**config.mk**
```make
export PLATFORM = sky130hd
export DESIGN_NAME = ram_arbiter_flat
export DESIGN_NICKNAME = d
export VERILOG_FILES = /design/src/rtl/ram_arbiter_if.sv /design/src/rtl/ram_arbiter.sv /design/src/flat_wrapper.sv
export SDC_FILE = /design/constraint.sdc
export NUM_CORES = 1
export LEC_CHECK = 0
export BUFFER_PORTS_ARGS = -buffer_cell sky130_fd_sc_hd__buf_2
export CORE_UTILIZATION = 48
export CTS_BUF_LIST = sky130_fd_sc_hd__clkbuf_16
export CTS_CLUSTER_SIZE = 16
export DETAILED_ROUTE_END_ITERATION = 8
export PLACE_DENSITY = 0.88
export SYNTH_ARGS = -nofsm -noshare
export SYNTH_HDL_FRONTEND = slang
export SYNTH_SLANG_ARGS = --single-unit
```
**constraint.sdc**
```tcl
create_clock -name Clock -period 3.2 [get_ports Clock]
set_input_delay 0.32 -clock Clock [delete_from_list [all_inputs] [get_ports Clock]]
set_output_delay 0.32 -clock Clock [all_outputs]
set_load 0.05 [all_outputs]
```
**src/rtl/ram_arbiter_if.sv**
```systemverilog
// ram_arbiter_if: bundle of requester handshakes and RAM-side signals
// for the three-port RAM arbiter.
//
// Ports / signal groups:
//   fetch   : req_f, addr_f                           (read-only requester)
//   data    : req_d, we_d, addr_d, wdata_d            (load/store requester)
//   debug   : req_x, we_x, addr_x, wdata_x            (debug/DMA requester)
//   status  : gnt_f/d/x, done_f/d/x, rdata, busy      (arbiter -> requesters)
//   ram     : ram_en, ram_we, ram_addr, ram_wdata     (arbiter -> RAM)
//             ram_rdata                               (RAM -> arbiter)
//
// Modports:
//   master : requester/RAM environment side
//   slave  : the arbiter itself
interface ram_arbiter_if #(
  parameter int ADDR_W = 9,
  parameter int DATA_W = 32
);
  logic              req_f;
  logic [ADDR_W-1:0] addr_f;

  logic              req_d;
  logic              we_d;
  logic [ADDR_W-1:0] addr_d;
  logic [DATA_W-1:0] wdata_d;

  logic              req_x;
  logic              we_x;
  logic [ADDR_W-1:0] addr_x;
  logic [DATA_W-1:0] wdata_x;

  logic              gnt_f;
  logic              gnt_d;
  logic              gnt_x;
  logic              done_f;
  logic              done_d;
  logic              done_x;
  logic [DATA_W-1:0] rdata;
  logic              busy;

  logic              ram_en;
  logic              ram_we;
  logic [ADDR_W-1:0] ram_addr;
  logic [DATA_W-1:0] ram_wdata;
  logic [DATA_W-1:0] ram_rdata;

  modport master (
    output req_f, addr_f,
    output req_d, we_d, addr_d, wdata_d,
    output req_x, we_x, addr_x, wdata_x,
    input  gnt_f, gnt_d, gnt_x, done_f, done_d, done_x, rdata, busy,
    input  ram_en, ram_we, ram_addr, ram_wdata,
    output ram_rdata
  );

  modport slave (
    input  req_f, addr_f,
    input  req_d, we_d, addr_d, wdata_d,
    input  req_x, we_x, addr_x, wdata_x,
    output gnt_f, gnt_d, gnt_x, done_f, done_d, done_x, rdata, busy,
    output ram_en, ram_we, ram_addr, ram_wdata,
    input  ram_rdata
  );
endinterface

```
**src/rtl/ram_arbiter.sv**
```systemverilog
// ram_arbiter: shares one single-port synchronous RAM (1-cycle read
// latency) between a fetch port, a load/store port and a debug/DMA port.
// One transaction at a time: IDLE -> ISSUE -> (WAIT for reads) -> DONE.
// Priority is D > F > X, but the debug port wins outright once it has
// been passed over XAGE_MAX times.
//
// Ports:
//   Clock : system clock, all state on the rising edge
//   Reset : asynchronous active-low reset
//   Run   : CPU running; when low the fetch and data ports are masked
//   bus   : ram_arbiter_if.slave (requests, grants, done pulses, rdata,
//           busy and the RAM-side signals)
module ram_arbiter #(
  parameter int ADDR_W   = 9,
  parameter int DATA_W   = 32,
  parameter int XAGE_MAX = 3
) (
  input  logic          Clock,
  input  logic          Reset,
  input  logic          Run,
  ram_arbiter_if.slave  bus
);

  localparam logic [1:0] IDLE  = 2'd0;
  localparam logic [1:0] ISSUE = 2'd1;
  localparam logic [1:0] WAIT  = 2'd2;
  localparam logic [1:0] DONE  = 2'd3;

  localparam logic [1:0] XAGE_LIM = 2'(XAGE_MAX);

  logic [1:0]        state;
  // One-hot winner {x, d, f}; nonzero only while a transaction is active.
  logic [2:0]        grant;
  logic [ADDR_W-1:0] lat_addr;
  logic              lat_we;
  logic [DATA_W-1:0] lat_wdata;
  logic [1:0]        xage;
  logic [DATA_W-1:0] rdata_q;

  logic              elig_f;
  logic              elig_d;
  logic              elig_x;
  logic [2:0]        pick;
  logic [ADDR_W-1:0] sel_addr;
  logic              sel_we;
  logic [DATA_W-1:0] sel_wdata;

  // Arbitration: a starved debug port overrides the fixed priority.
  always_comb begin
    elig_f = bus.req_f & Run;
    elig_d = bus.req_d & Run;
    elig_x = bus.req_x;
    pick   = 3'b000;
    if (elig_x && (xage == XAGE_LIM))
      pick = 3'b100;
    else if (elig_d)
      pick = 3'b010;
    else if (elig_f)
      pick = 3'b001;
    else if (elig_x)
      pick = 3'b100;
  end

  // Winner's request fields; fetch is always a read.
  always_comb begin
    sel_addr  = '0;
    sel_we    = 1'b0;
    sel_wdata = '0;
    case (pick)
      3'b001: begin
        sel_addr = bus.addr_f;
      end
      3'b010: begin
        sel_addr  = bus.addr_d;
        sel_we    = bus.we_d;
        sel_wdata = bus.wdata_d;
      end
      3'b100: begin
        sel_addr  = bus.addr_x;
        sel_we    = bus.we_x;
        sel_wdata = bus.wdata_x;
      end
      default: begin
        sel_addr  = '0;
        sel_we    = 1'b0;
        sel_wdata = '0;
      end
    endcase
  end

  // Transaction sequencer. Requests are only looked at in IDLE, and
  // everything the transaction needs is latched on acceptance so that
  // requesters may drop or change their inputs afterwards.
  always_ff @(posedge Clock or negedge Reset) begin
    if (!Reset) begin
      state     <= IDLE;
      grant     <= 3'b000;
      lat_addr  <= '0;
      lat_we    <= 1'b0;
      lat_wdata <= '0;
      xage      <= 2'd0;
      rdata_q   <= '0;
    end else begin
      case (state)
        IDLE: begin
          if (pick != 3'b000) begin
            state     <= ISSUE;
            grant     <= pick;
            lat_addr  <= sel_addr;
            lat_we    <= sel_we;
            lat_wdata <= sel_wdata;
            if (pick[2])
              xage <= 2'd0;
            else if (bus.req_x && (xage < XAGE_LIM))
              xage <= xage + 2'd1;
          end
        end
        ISSUE: begin
          state <= lat_we ? DONE : WAIT;
        end
        WAIT: begin
          rdata_q <= bus.ram_rdata;
          state   <= DONE;
        end
        DONE: begin
          state <= IDLE;
          grant <= 3'b000;
        end
        default: begin
          state <= IDLE;
          grant <= 3'b000;
        end
      endcase
    end
  end

  // Outputs decode straight from state so that an asynchronous reset
  // drops them (including ram_we) immediately.
  assign bus.gnt_f     = grant[0];
  assign bus.gnt_d     = grant[1];
  assign bus.gnt_x     = grant[2];
  assign bus.done_f    = grant[0] & (state == DONE);
  assign bus.done_d    = grant[1] & (state == DONE);
  assign bus.done_x    = grant[2] & (state == DONE);
  assign bus.busy      = (state != IDLE);
  assign bus.rdata     = rdata_q;
  assign bus.ram_en    = (state == ISSUE);
  assign bus.ram_we    = (state == ISSUE) & lat_we;
  assign bus.ram_addr  = (state == ISSUE) ? lat_addr : '0;
  assign bus.ram_wdata = (state == ISSUE) ? lat_wdata : '0;

endmodule

```
**src/flat_wrapper.sv**
```systemverilog
// flat-port wrapper written by rule: the top's interface ports become plain ports
module ram_arbiter_flat 
#(
  parameter int ADDR_W   = 9,
  parameter int DATA_W   = 32,
  parameter int XAGE_MAX = 3
)
  (Clock, Reset, Run, bus_req_f, bus_addr_f, bus_req_d, bus_we_d, bus_addr_d, bus_wdata_d, bus_req_x, bus_we_x, bus_addr_x, bus_wdata_x, bus_gnt_f, bus_gnt_d, bus_gnt_x, bus_done_f, bus_done_d, bus_done_x, bus_rdata, bus_busy, bus_ram_en, bus_ram_we, bus_ram_addr, bus_ram_wdata, bus_ram_rdata);
  ram_arbiter_if #(.ADDR_W(ADDR_W), .DATA_W(DATA_W)) bus_i ();
  input  logic Clock;
  input  logic Reset;
  input  logic Run;
  input wire logic [$bits(bus_i.req_f)-1:0] bus_req_f;
  input wire logic [$bits(bus_i.addr_f)-1:0] bus_addr_f;
  input wire logic [$bits(bus_i.req_d)-1:0] bus_req_d;
  input wire logic [$bits(bus_i.we_d)-1:0] bus_we_d;
  input wire logic [$bits(bus_i.addr_d)-1:0] bus_addr_d;
  input wire logic [$bits(bus_i.wdata_d)-1:0] bus_wdata_d;
  input wire logic [$bits(bus_i.req_x)-1:0] bus_req_x;
  input wire logic [$bits(bus_i.we_x)-1:0] bus_we_x;
  input wire logic [$bits(bus_i.addr_x)-1:0] bus_addr_x;
  input wire logic [$bits(bus_i.wdata_x)-1:0] bus_wdata_x;
  output wire logic [$bits(bus_i.gnt_f)-1:0] bus_gnt_f;
  output wire logic [$bits(bus_i.gnt_d)-1:0] bus_gnt_d;
  output wire logic [$bits(bus_i.gnt_x)-1:0] bus_gnt_x;
  output wire logic [$bits(bus_i.done_f)-1:0] bus_done_f;
  output wire logic [$bits(bus_i.done_d)-1:0] bus_done_d;
  output wire logic [$bits(bus_i.done_x)-1:0] bus_done_x;
  output wire logic [$bits(bus_i.rdata)-1:0] bus_rdata;
  output wire logic [$bits(bus_i.busy)-1:0] bus_busy;
  output wire logic [$bits(bus_i.ram_en)-1:0] bus_ram_en;
  output wire logic [$bits(bus_i.ram_we)-1:0] bus_ram_we;
  output wire logic [$bits(bus_i.ram_addr)-1:0] bus_ram_addr;
  output wire logic [$bits(bus_i.ram_wdata)-1:0] bus_ram_wdata;
  input wire logic [$bits(bus_i.ram_rdata)-1:0] bus_ram_rdata;
  assign bus_i.req_f = bus_req_f;
  assign bus_i.addr_f = bus_addr_f;
  assign bus_i.req_d = bus_req_d;
  assign bus_i.we_d = bus_we_d;
  assign bus_i.addr_d = bus_addr_d;
  assign bus_i.wdata_d = bus_wdata_d;
  assign bus_i.req_x = bus_req_x;
  assign bus_i.we_x = bus_we_x;
  assign bus_i.addr_x = bus_addr_x;
  assign bus_i.wdata_x = bus_wdata_x;
  assign bus_gnt_f = bus_i.gnt_f;
  assign bus_gnt_d = bus_i.gnt_d;
  assign bus_gnt_x = bus_i.gnt_x;
  assign bus_done_f = bus_i.done_f;
  assign bus_done_d = bus_i.done_d;
  assign bus_done_x = bus_i.done_x;
  assign bus_rdata = bus_i.rdata;
  assign bus_busy = bus_i.busy;
  assign bus_ram_en = bus_i.ram_en;
  assign bus_ram_we = bus_i.ram_we;
  assign bus_ram_addr = bus_i.ram_addr;
  assign bus_ram_wdata = bus_i.ram_wdata;
  assign bus_i.ram_rdata = bus_ram_rdata;
  ram_arbiter #(.ADDR_W(ADDR_W), .DATA_W(DATA_W), .XAGE_MAX(XAGE_MAX)) u_core (.Clock(Clock), .Reset(Reset), .Run(Run), .bus(bus_i));
endmodule
```
; ---- Word level (Yosys, flattened, before mapping)
; Index checks and enable logic that the tools add are counted.
[word_totals]
reg_bits = 81
in_bits = 131
out_inout_bits = 82
word_cells = 49
[op_classes]
add_sub_neg = 1
order_cmp = 1
n_eq_ne = 8
mux = 16
bitwise_logic = 6
reduce_logical = 10
[ops]
columns = op, n
row1 = $pmux W32 S2, 1
row2 = $mux W32, 1
row3 = $pmux W9 S3, 1
row4 = $mux W3, 5
row5 = $mux W9, 1
row6 = $pmux W2 S4, 1
row7 = $and A1 B1 Y1, 6
row8 = $eq A2 B2 Y1 const B, 3
row9 = $mux W2, 3
row10 = $pmux W3 S2, 1
row11 = $reduce_bool A2 Y1, 3
row12 = $reduce_and A2 Y1, 2
row13 = $eq A3 B1 Y1 const B, 1
row14 = $eq A3 B2 Y1 const B, 1
row15 = $eq A3 B3 Y1 const B, 1
row16 = $reduce_and A3 Y1, 1
row17 = $reduce_bool A3 Y1, 1
row18 = $add A2 B1 Y2 const B, 1
row19 = $eq A2 B1 Y1 const B, 1
row20 = $logic_and A1 B1 Y1, 2
row21 = $logic_not A2 Y1, 1
row22 = $lt A2 B2 Y1 const B, 1
row23 = $ne A2 B1 Y1 const B, 1
row24 = $pmux W1 S2, 1
row25 = $mux W1, 1

; ---- Logic depth before layout (Yosys ltp)
; Gate-level depths: netlist of the first run.
[depth]
depth_word = 7
ltp_mapped = 8
depth_no_buf = 6

; ---- Worst setup path after synthesis of the first run
; OpenSTA, ideal clock, no wires.
[synth_path]
kind = register -> output
startpoint = register u_core.state[1]
endpoint = output bus_ram_addr[0]
t_arrival_ns = 1.727
t_required_ns = 2.880
slack_ns = 1.153
stages_incl_launch_ff = 5
path_buffers = 1
path_cell_list = dfrtp_1 inv_1 ha_1 clkbuf_1 and2_1
[synth_between]
elab_chain_cells = 2
[synth_rtl]
columns = item, line
row1 = start: declaration, ram_arbiter.sv:31  ; logic [1:0] state;
row2 = start signal: assignment, ram_arbiter.sv:119  ; state <= lat_we ? DONE : WAIT;
row3 = $eq A2 B1 Y1, n/a
row4 = named net bus_ram_en, flat_wrapper.sv:31  ; output wire logic [$bits(bus_i.ram_en)-1:0] bus_ram_en;
row5 = $mux W9, ram_arbiter.sv:149  ; assign bus.ram_addr = (state == ISSUE) ? lat_addr : '0;
row6 = end: declaration, flat_wrapper.sv:33  ; output wire logic [$bits(bus_i.ram_addr)-1:0] bus_ram_addr;
; The timed path passes the listed nets, and every way through them passes these cells.

; ---- Worst setup path in the final report of the first run
[layout_path]
startpoint = register u_core.state[1]
endpoint = output bus_ram_wdata[4]
[layout_between]
elab_chain_cells = 2
[layout_rtl]
columns = item, line
row1 = $eq A2 B1 Y1, ram_arbiter.sv:150  ; assign bus.ram_wdata = (state == ISSUE) ? lat_wdata : '0;
row2 = $mux W32, ram_arbiter.sv:150
row3 = end: declaration, flat_wrapper.sv:34  ; output wire logic [$bits(bus_i.ram_wdata)-1:0] bus_ram_wdata;
; No other way between the ends.

==> impl_metrics.json, run 1 <==
{
  "transition_time_at_the_pin_with_the_least_slew_margin_ps": 977,
  "antenna_found_initial": 1,
  "rsz0062_at_grt": "no",
  "setup.worst_path.class": "reg2out",
  "largest_net_degree_at_the_start_of_global_routing": 82,
  "yosysSeqAreaShare_pct": 52.1,
  "worstPathMaxFanout": 22,
  "floorplan.rows": 32,
  "critical_path.max_stage_delay_ps": 570,
  "post_cts_hold_buffer_count": 0,
  "detailroute.wirelength.met3_um": 572,
  "drt_first_pass_iters": 4,
  "min_path_type": "in2async",
  "worst_ir_drop_vdd_mv": 0.543,
  "post_synth_num_cell_types": 31,
  "clock_tree_from_tritoncts": "yes",
  "vias_per_cell": 4.96,
  "drive_gt1_share_pct": 46.0,
  "cts.sinks": 81,
  "cap_viol_max_count": 0,
  "nets": 717,
  "cts_max_level": 3,
  "fp.dieW_um": 92.0,
  "p_leak_uw": 0.00284,
  "fp.dieH_um": 92.0,
  "finalSetupViolations": 0,
  "routed_wire_length_per_instance_um": 13.8,
  "fp.dieArea_um2": 8470,
  "cts_made_buffers": 9,
  "port_buffers": 212,
  "finalPower_uw": 5960,
  "status": "complete, no violations",
  "grt_pass1_vias": 3144,
  "synthesis.nets": 516,
  "power_density_nw_per_um2": 1120,
  "max-clock-path-buffers": 2,
  "regToRegEndpoint": "u_core.lat_wdata[0]",
  "initial_utilization_pct": 50.1,
  "worst-r2r-cell-count": 6,
  "finalClockSkew_ps": 8.89,
  "routed_wl_mm": 9.51,
  "clk_root_buffer_cell": "clkbuf_16",
  "fillerInstances": 625,
  "timing.rr.start": "u_core.state[0]",
  "avgSynthCellArea_um2": 10.3,
  "layout-area-overhead-vs-synth_pct": 36.7,
  "core_area_um2": 7770,
  "globalRoute.totalOverflow": 0,
  "io-pin-count": 213,
  "dp_hpwl_mm": 7.17,
  "place.gp.congestion": 0.771,
  "critPathRequiredTime_ps": 2880,
  "ff2ff_setup_slack_ps": 1140,
  "critical_path.cell_chain": "inv_1 -> ha_1 -> buf_4 -> and2_1 -> buf_2",
  "final-hold-violation-count": 0,
  "layout_worst_path_cycle_share_pct": 79.4,
  "met2_wirelength_mm": 4.92,
  "critical_path.slowest_cell": "ha_1",
  "drt_iter0_drc": 121,
  "critPathCaptureType": "output pin",
  "final_antenna_net_count": 0,
  "fin_crit_ps": 2540,
  "cp.arrival_ps": 2220,
  "top_signal_layer_used": "met4",
  "slew_headroom_pct": 34.9,
  "grtUsageTotal_pct": 22.1,
  "synthesis.yosys.warnings": 0,
  "final.setup.tns_ps": 0,
  "synthCells": 379,
  "syn_area_um2": 3890,
  "routed_vias": 3414,
  "cts_resized": 0,
  "maximum_achievable_frequency_mhz": 394,
  "clk-insertion-delay-late_ps": 320,
  "post-cts-setup-buffers": 0,
  "detail_route.wirelength.met1_mm": 3.98,
  "grt_pass1_wl_mm": 14.7,
  "postSynthRegisterBits": 81,
  "worst_setup_path_start_kind": "register",
  "worst_setup_hold_path_clk_slew_ps": 60,
  "timing_max_transition_violations_final": 0,
  "drc": 0
}
[worst max-delay path, delay by kind of cell, from the launching register on]
kind          cells  cell delay [ps]
fa+ha+maj         1              570
buf+inv           3              720
simple gates      1              180
flops             1              430
[synth_stat cells, drive strengths merged]
master | n | area [um2]
nand2 | 90 | 338
dfrtp | 81 | 2030
and2 | 45 | 282
a22oi | 33 | 248
mux2 | 33 | 372
a21oi | 21 | 109
buf | 20 | 124
o21ai | 17 | 92.6
nand3b | 9 | 67.6
clkbuf | 6 | 22.5
ha | 6 | 75.1
inv | 4 | 15.0
nor2 | 3 | 18.8
nor3 | 2 | 15.0
a21bo | 1 | 16.3
a21boi | 1 | 7.51
a21o | 1 | 7.51
a22o | 1 | 8.76
nand3 | 1 | 5.00
nor2b | 1 | 6.26
nor4b | 1 | 15.0
o21a | 1 | 7.51
o41a | 1 | 11.3
[power by group]
| part | internal, uW | switching [uW] | total, uW | leakage, uW |
|---|---|---|---|---|
| combinational | 871 | 2170 | 3040 | 0.00167 |
| sequential | 1500 | 251 | 1760 | 0.00100 |
| clock | 764 | 393 | 1160 | 0.000168 |
[metal layers]
layer / GRT usage [%] / vias to the layer above
li1: - / 1690
met1: 27.5 / 1581
met2: 38.6 / 139
met3: 5.06 / 4
met4: 5.86 / 0
met5: 0 / -
[cell type report]
| cell class | instances | area, um2 | area share (%) |
|---|---|---|---|
| inverter | 4 | 15.0 | 0.282 |
| sequential | 81 | 2030 | 38.1 |
| timing repair buffer | 216 | 1090 | 20.6 |
| multi-input combinational | 268 | 1710 | 32.1 |
| clock inverter | 7 | 116 | 2.19 |
| tap | 102 | 128 | 2.40 |
| antenna | 1 | 2.50 | 0.0471 |
| clock buffer | 9 | 225 | 4.24 |
[worst max path at each step]
stage	slack, ps	startpoint	cells past startpoint	endpoint
after floorplan	1150	u_core.state[1]	4	bus_ram_addr[0]
after global placement	1130	u_core.state[1]	5	bus_ram_wdata[0]
after detailed placement	960	u_core.state[1]	5	bus_ram_wdata[4]
after CTS	620	u_core.state[1]	5	bus_ram_wdata[4]
after global routing	480	u_core.state[1]	5	bus_ram_wdata[3]
final	660	u_core.state[1]	5	bus_ram_wdata[4]
[stage by stage]
stage	setup WS, ps	hold WS [ps]	std cells	cell area, um2	utilization (%)
floorplan	1150	24.4	379	3890	-
global placement	1130	443	671	4970	64.0
detailed placement	960	449	671	4970	64.0
CTS	615	198	687	5310	68.4
global route	479	216	687	5310	68.4
finish	660	156	688	5320	68.4
[cells by family (layout without fill, tap and decap cells)]
family / Yosys count / count (layout) / synth area share, %
AO/OA/AOI/OAI: 77 / 77 / 13.1
multiplexers: 33 / 33 / 9.55
other: 0 / 1 / 0
buffers and inverters: 30 / 236 / 4.15
AND/OR/NAND/NOR: 152 / 152 / 19.2
adder cells (fa/ha/maj): 6 / 6 / 1.93
flip-flops: 81 / 81 / 52.1
[cell usage in the layout (no fill, tap or decap), drive strengths merged]
cell,n
mux2,33
dfrtp,81
nand3,1
nor4b,1
nor2,3
o21ai,17
nand3b,9
nand2,90
a21bo,1
diode,1
buf,216
o21a,1
ha,6
a22oi,33
and2,45
clkbuf,9
a22o,1
clkinv,2
nor3,2
inv,6
a21oi,21
nor2b,1
a21o,1
bufinv,3
o41a,1
a21boi,1
[registers in the layout (all words and copies together), names as in the netlist]
| register | flops |
|---|---|
| u_core.bus.rdata | 32 |
| u_core.grant | 3 |
| u_core.lat_addr | 9 |
| u_core.lat_wdata | 32 |
| u_core.lat_we | 1 |
| u_core.state | 2 |
| u_core.xage | 2 |
(Power assumes the default switching activity.)
==> inputs of run 2 (changes only) <==
--- a/config.mk
+++ b/config.mk
@@ -6,11 +6,11 @@
 export NUM_CORES = 1
 export LEC_CHECK = 0
 export BUFFER_PORTS_ARGS = -buffer_cell sky130_fd_sc_hd__buf_2
-export CORE_UTILIZATION = 48
+export CORE_UTILIZATION = 40
 export CTS_BUF_LIST = sky130_fd_sc_hd__clkbuf_16
 export CTS_CLUSTER_SIZE = 16
 export DETAILED_ROUTE_END_ITERATION = 8
-export PLACE_DENSITY = 0.88
+export PLACE_DENSITY = 0.79
 export SYNTH_ARGS = -nofsm -noshare
 export SYNTH_HDL_FRONTEND = slang
 export SYNTH_SLANG_ARGS = --single-unit
==> constraint.sdc (replaced) <==
create_clock -name Clock -period 2.1 [get_ports Clock]
set_input_delay 0.21 -clock Clock [delete_from_list [all_inputs] [get_ports Clock]]
set_output_delay 0.21 -clock Clock [all_outputs]
set_load 0.05 [all_outputs]
==> run 2 against run 1 <==
Combinational power rose by 56%; worst hold slack got worse by 53 ps; routed wire length rose by 3.5%; clock power rose by 34%.
==> impl_metrics.json, run 2 (synthesis results as in run 1) <==
{
  "cts.sinks": 81,
  "critical_path.cell_chain": "inv_1 -> ha_1 -> buf_6 -> and2_1 -> buf_2",
  "endpoint_of_the_most_critical_setup_path": "bus_ram_we",
  "worstPathMaxFanout": 30,
  "dp_hpwl_mm": 7.36,
  "grt_pass1_wl_mm": 15.6,
  "largest_net_degree_at_the_start_of_global_routing": 52,
  "nets": 722,
  "min_path_type": "in2reg",
  "finalClockSkew_ps": 13.0,
  "critPathTopFamily": "buffers and inverters",
  "critPathRequiredTime_ps": 1890,
  "finalInstanceArea_um2": 5400,
  "drt_first_pass_iters": 4,
  "port_buffers": 212,
  "status": "complete, no violations",
  "regToRegEndpoint": "u_core.state[1]",
  "io-pin-count": 213,
  "core_area_um2": 9330,
  "layout-area-overhead-vs-synth_pct": 38.9,
  "final_antenna_net_count": 0,
  "post-cts-setup-buffers": 0,
  "fp.dieArea_um2": 10100,
  "clk-insertion-delay-late_ps": 330,
  "routed_wl_mm": 9.85,
  "post_place_cell_area_um2": 5090,
  "power_density_nw_per_um2": 1660,
  "layout.cells.most_common": "buf_2",
  "maximum_achievable_frequency_mhz": 514,
  "ff2ff_setup_slack_ps": 190,
  "routed_wire_length_per_instance_um": 13.7,
  "timing.rr.start": "u_core.state[0]",
  "place.gp.congestion": 0.761,
  "layout_worst_path_cycle_share_pct": 92.6,
  "cap_viol_max_count": 0,
  "slew_headroom_pct": 69.4,
  "routed_vias": 3481,
  "fp.dieH_um": 101,
  "worst-r2r-cell-count": 5,
  "insertedDiodeCount": 0,
  "clk_root_buffer_cell": "clkbuf_16",
  "drc": 0,
  "cts_made_buffers": 9,
  "max-clock-path-buffers": 2,
  "worst_ir_drop_vdd_mv": 0.739,
  "timing_max_transition_violations_final": 0,
  "cts_max_level": 3,
  "critPathLaunch": "u_core.state[1]",
  "floorplan.rows": 35,
  "p_leak_uw": 0.00286,
  "cp.arrival_ps": 1730,
  "critical_path.max_stage_delay_ps": 410,
  "vias_per_cell": 4.84,
  "final_cell_mix": "buf_2, nand2_1, dfrtp_1, and2_1, a22oi_1",
  "rsz0062_at_grt": "no",
  "finalSetupViolations": 0,
  "initial_utilization_pct": 41.7,
  "globalRoute.totalOverflow": 0,
  "drive_gt1_share_pct": 46.3,
  "worst_setup_path_start_kind": "register",
  "critical_path.slowest_cell": "dfrtp_1",
  "path_depth": 5,
  "transition_time_at_the_pin_with_the_least_slew_margin_ps": 459,
  "cp_num_buf_inv": 3,
  "clock_tree_from_tritoncts": "yes",
  "grt_pass1_vias": 3331,
  "fin_crit_ps": 1940,
  "final.setup.tns_ps": 0,
  "drt_iter0_drc": 97,
  "antenna_found_initial": 0,
  "critPathCaptureType": "output pin",
  "final-hold-violation-count": 0,
  "worst_setup_hold_path_clk_slew_ps": 70,
  "grtUsageTotal_pct": 19.8,
  "fp.dieW_um": 101,
  "setup.worst_path.class": "reg2out"
}
==> run 2: cell count changes in the layout (fill, tap and decap cells not counted), sizes merged <==
cell	before	now
bufinv	3	1
diode	1	0
inv	6	7
clkinvlp	0	1
buf	216	220
dlygate4sd3	0	1
==> run 2: per-stage QoR <==
step	setup WS, ps	hold WS [ps]	utilization (%)	cells	power, uW
2_1_floorplan	163	-85.6	-	379	6250
3_3_place_gp	327	187	54.6	702	7320
3_5_place_dp	194	200	54.6	702	7470
4_1_cts	75.0	94.4	57.9	719	9060
5_1_grt	34.9	99.3	57.9	719	9520
6_report	156	104	57.9	719	8970
==> run 2: worst min path at each step <==
stage                          startpoint  slack (ps)                    to  cells after the start
final                      bus_wdata_d[7]         100   u_core.lat_wdata[7]                      3
after global routing      bus_wdata_d[18]         100  u_core.lat_wdata[18]                      3
after CTS                  bus_wdata_d[7]          90   u_core.lat_wdata[7]                      3
after detailed placement            Reset         200  u_core.bus.rdata[20]                      1
after global placement              Reset         190  u_core.bus.rdata[20]                      1
after floorplan                     Reset         -90   u_core.bus.rdata[0]                      0
==> run 2: layer usage <==
| layer | GRT usage (%) | up-vias | part of all wire, % |
|---|---|---|---|
| li1 | - | 1703 | - |
| met1 | 25.1 | 1627 | 44 |
| met2 | 33.6 | 143 | 49 |
| met3 | 3.95 | 8 | 6.3 |
| met4 | 7.02 | 0 | 1.1 |
| met5 | 0 | - | 0 |
==> run 2: final cells by class <==
| cell class | instances | area (um2) |
|---|---|---|
| Fill cell | 823 | 3920 |
| Tap cell | 129 | 161 |
| Clock buffer | 9 | 225 |
| Inverter | 4 | 15.0 |
| Sequential cell | 81 | 2030 |
| Timing Repair Buffer | 221 | 1190 |
| Clock inverter | 7 | 76.3 |
| Multi-Input combinational cell | 268 | 1710 |
==> run 2: worst reg2reg max path, cell delays in order, from the launching register on <==
cell	delay [ps]
dfrtp_1	400
inv_1	150
ha_1	360
inv_1	170
nor3_2	340
mux2_2	370
==> run 2: repair_timing <==
item / CTS / global route
gates resized for setup: 0 / 1
hold buffers: 1 / 0
endpoints found under the hold margin: 34 / 0
endpoints found under the setup margin: 0 / 1
==> run 2: power by group <==
group,total (uW),internal [uW],switching (uW)
logic,4750,1390,3360
registers,2660,2290,368
clock network,1560,931,629
